**src/rtl/status_led_scanner.sv**
```systemverilog
// status_led_scanner: drives LED_COUNT LEDs with a bounce/wrap/blink/solid pattern,
// stepping every period+1 clocks, with global PWM dimming on the registered output.
//
// mode_q | meaning
// BOUNCE | single lit LED sweeping up and back down
// WRAP   | single lit LED sweeping up, wrapping to LED 0
// BLINK  | all LEDs toggling on every step
// SOLID  | all LEDs on
module status_led_scanner #(
  parameter int LED_COUNT = 8,
  parameter int DIV_WIDTH = 32,
  parameter int PWM_BITS  = 4,
  parameter int POS_WIDTH = $clog2(LED_COUNT)
) (
  input  logic                 clock,
  input  logic                 reset,
  input  logic                 enable,
  input  logic [1:0]           mode,
  input  logic [DIV_WIDTH-1:0] period,
  input  logic [PWM_BITS-1:0]  brightness,
  output logic [LED_COUNT-1:0] leds,
  output logic [POS_WIDTH-1:0] position,
  output logic                 step_pulse
);

  typedef enum logic [1:0] {
    BOUNCE = 2'd0,
    WRAP   = 2'd1,
    BLINK  = 2'd2,
    SOLID  = 2'd3
  } mode_t;

  localparam logic [POS_WIDTH-1:0] LAST_POS = POS_WIDTH'(LED_COUNT - 1);
  localparam logic [LED_COUNT-1:0] LED0     = LED_COUNT'(1);

  logic [DIV_WIDTH-1:0] timer;
  logic                 direction;
  logic                 phase;
  logic [PWM_BITS-1:0]  pwm_cnt;
  mode_t                mode_q;

  logic                 mode_change;
  logic                 tick;
  logic                 pwm_on;
  logic [LED_COUNT-1:0] pattern;

  // A mode change restarts the interval and suppresses the tick in that cycle.
  assign mode_change = (mode != mode_q);
  assign tick        = enable && !mode_change && (timer >= period);
  assign pwm_on      = (brightness == '1) || (pwm_cnt < brightness);

  always_comb begin
    pattern = '0;
    case (mode_q)
      BOUNCE, WRAP: pattern = LED0 << position;
      BLINK:        pattern = {LED_COUNT{phase}};
      SOLID:        pattern = '1;
      default:      pattern = '0;
    endcase
  end

  always_ff @(posedge clock or posedge reset) begin
    if (reset) begin
      timer      <= '0;
      position   <= '0;
      direction  <= 1'b1;
      phase      <= 1'b0;
      pwm_cnt    <= '0;
      mode_q     <= BOUNCE;
      leds       <= LED0;
      step_pulse <= 1'b0;
    end else begin
      pwm_cnt    <= pwm_cnt + 1'b1;
      step_pulse <= tick;
      leds       <= pwm_on ? pattern : '0;
      if (mode_change) begin
        timer     <= '0;
        position  <= '0;
        direction <= 1'b1;
        phase     <= 1'b0;
        mode_q    <= mode_t'(mode);
      end else if (tick) begin
        timer <= '0;
        case (mode_q)
          BOUNCE: begin
            if (direction) begin
              if (position == LAST_POS) begin
                position  <= LAST_POS - 1'b1;
                direction <= 1'b0;
              end else begin
                position <= position + 1'b1;
              end
            end else begin
              if (position == '0) begin
                position  <= POS_WIDTH'(1);
                direction <= 1'b1;
              end else begin
                position <= position - 1'b1;
              end
            end
          end
          WRAP: begin
            position  <= (position == LAST_POS) ? '0 : position + 1'b1;
            direction <= 1'b1;
          end
          BLINK:   phase <= ~phase;
          default: ;
        endcase
      end else if (enable) begin
        timer <= timer + 1'b1;
      end
    end
  end

endmodule

```
**config.mk**
```make
export PLATFORM = sky130hd
export DESIGN_NAME = status_led_scanner
export DESIGN_NICKNAME = d
export VERILOG_FILES = /design/src/rtl/status_led_scanner.sv
export SDC_FILE = /design/constraint.sdc
export NUM_CORES = 1
export LEC_CHECK = 0
export BUFFER_PORTS_ARGS = -buffer_cell sky130_fd_sc_hd__buf_2
export CAP_MARGIN = 20
export CORE_AREA = 8 8 100 102
export DETAILED_ROUTE_END_ITERATION = 7
export DIE_AREA = 0 0 108 110
export PLACE_DENSITY = 0.6
export SLEW_MARGIN = 20
export SYNTH_ARGS = -nofsm -noshare
export SYNTH_HDL_FRONTEND = slang
export SYNTH_SLANG_ARGS = --single-unit
```
**constraint.sdc**
```tcl
create_clock -name clock -period 7.2 [get_ports clock]
set_input_delay 0.72 -clock clock [delete_from_list [all_inputs] [get_ports clock]]
set_output_delay 0.72 -clock clock [all_outputs]
set_load 0.02 [all_outputs]
```
==> impl_metrics.yaml <==
cts:
  clock_path_buffers: 2
  clkTransAtPathRegs_ns: 0.10
  cts_buffers: 5
  hold_buffers: 0
  clk_latency_ns: 0.31
  cts_setup_buffers: 0
  cts-resized-gates: 0
  htreeDepth: 2
  clock-sinks: 52
  cts_tree: "yes"
  clock-root-buffer: "clkbuf_8"
power:
  powerDensity_nw_per_um2: 135
  finalPower_mw: 0.530
  vdd_drop_max_uv: 72.1
  p_leak_nw: 2.00
sta:
  worst_slack_ns: 4.47
  fmax_ghz: 0.366
  fin_crit_ns: 2.73
  fin_setup_tns_ns: 0
  period_share_pct: 37.9
  setup_viol: 0
  fin_skew_ns: 0.0109
  finalHoldViolCount: 0
  holdWs_ns: 0.487
  drv_slew: 0
  tightest_slew_ns: 0.881
  slew_headroom_pct: 40.8
  rsz0062_at_grt: "no"
layout:
  drive_above_1_share_pct: 17.1
  nets: 521
  syn2layout_area_growth_pct: 12.5
  fin_util_pct: 46.4
  insertedDiodeCount: 0
  final_cell_mix: "53 x nor2_1, 52 x buf_2, 50 x dfrtp_1, 47 x inv_1, 47 x ha_1"
  final_common_cell: "nor2_1"
worst_setup_path:
  path_cells: "buf_2, inv_1, ha_1, nand4_1, nor4_1, a221oi_1, a31oi_2, or4_4, nor2_1"
  critPathKind: "in -> reg"
  critPathTopFamily: "simple AND/OR/NAND/NOR gates"
  cp_max_fo: 30
  start_kind: "input pin"
  cp.required_ns: 7.44
  arrival_ns: 2.97
  cp_slowest_cell: "or4_4"
  worst_setup_path_end_kind: "flip-flop"
  cp_num_buf_inv: 2
  cpPeakStageDelay_ns: 0.70
floorplan:
  coreArea_um2: 8470
  rows: 34
  die_area_um2: 11900
  fp.dieW_um: 108
  dieHeight_um: 110
  ios: 53
  floorplan.initialDensity_pct: 41.3
drt:
  wl_um: 7140
  ant_nets: 0
  dr.pass1.iters: 4
  drc: 0
  via_count: 2731
  drt_iter0_markers: 71
  post_drt_wl_per_cell_um: 13.2
  viasPerCell: 5.04
yosys:
  ys_types: 52
  synthArstFlopShare_pct: 100
  syn_area_um2: 3490
  synth_area_leaders: "dfrtp_1 36%, ha_1 17%, nor2_1 5.7%"
  ys.flop_type: "dfrtp_1"
  syn_inst: 382
  syn-num-nets: 470
  ys_seq_area_share_pct: 37.3
  ys_warn_count: 0
  avgSynthCellArea_um2: 9.14
  synth_top_area_cell: "dfrtp_1"
  synth_edf_count: 0
  synth_top_area_share_pct: 35.8
  synth_seq_cells: 52
global_routing:
  grt_pass1_wl_um: 12400
  grt_usage_pct: 12.7
  overflow: 0
  antenna_found_initial: 0
  grt_pass1_vias: 2777
  grt_max_degree: 53
min_path:
  worstHoldPathType: "reg -> reg"
placed_design:
  gp_congestion: 0.823
  post-place-ws_ns: 4.12
  place.port_buffers: 52
  hpwl_um: 5670
run_status:
  status: "completed"
run:
  maxCapViolCount: 0
-- per-layer routing --
layer	vias to the layer above	wire length, um	track usage [%]
met2	44	3290	21.3
met1	1280	3430	16.0
met3	8	322	2.56
met5	-	0	0
li1	1399	-	-
met4	0	95	3.87
-- Yosys cell counts (all sizes together), types with 3 or more instances --
cell type,count
nand2,25
nand2b,3
a21oi,21
xnor2,11
o211ai,3
ha,47
nand3,12
inv,48
dfrtp,50
buf,4
nor3,8
o32ai,4
nand4,13
clkbuf,5
xor2,23
nor2,54
o21ai,5
nor4,4
and3,7
-- final timing paths --
| check | startpoint | to | cells past startpoint | slack, ns |
|---|---|---|---|---|
| worst min register to register | pwm_cnt[0]$_DFF_PP0_ | pwm_cnt[0]$_DFF_PP0_ | 1 | 0.49 |
| worst min-delay path | pwm_cnt[0]$_DFF_PP0_ | pwm_cnt[0]$_DFF_PP0_ | 1 | 0.49 |
| worst max register to register | timer[19]$_DFFE_PP0P_ | timer[17]$_DFFE_PP0P_ | 7 | 4.52 |
| min in group asynchronous | reset | leds[7]$_DFF_PP0_ | 3 | 0.58 |
| max in group asynchronous | reset | position[1]$_DFFE_PP0P_ | 3 | 6.17 |
| worst max-delay path | period[27] | timer[17]$_DFFE_PP0P_ | 9 | 4.47 |
-- registers in the layout, summed over array words and instances (netlist names) --
name	count
leds	8
mode_q	2
position	3
direction	1
pwm_cnt	4
timer	32
step_pulse	1
phase	1
-- cell type report --
cell class	count	area (um2)
clock inverters	3	23.8
fillers	842	4540
flip-flops and latches	52	1300
inverters	48	180
repair buffers	53	268
well taps	108	135
multi-input cells	273	1950
clock buffers	5	68.8
-- cells by family after synthesis --
kind of cell / share of synthesized area [%]
compound gates: 10.6
xor+xnor: 8.74
fa+ha+maj: 16.8
buf+inv: 6.88
flops: 37.3
mux: 0.287
simple gates: 19.3
-- per-stage QoR --
| step | instances | area [um2] |
|---|---|---|
| 6_report | 542 | 3930 |
| 3_3_place_gp | 534 | 3840 |
| 3_5_place_dp | 534 | 3840 |
| 2_1_floorplan | 382 | 3490 |
| 5_1_grt | 542 | 3930 |
| 4_1_cts | 542 | 3930 |
-- where the power goes --
| part | internal [mW] | leakage [nW] | switching, mW |
|---|---|---|---|
| sequential | 0.296 | 0.700 | 0.00282 |
| clock | 0.0690 | 0.0404 | 0.0992 |
| combinational | 0.0240 | 1.26 | 0.0391 |
| total | 0.389 | 2.00 | 0.141 |
Note: power is estimated with default switching activity, not from simulation.
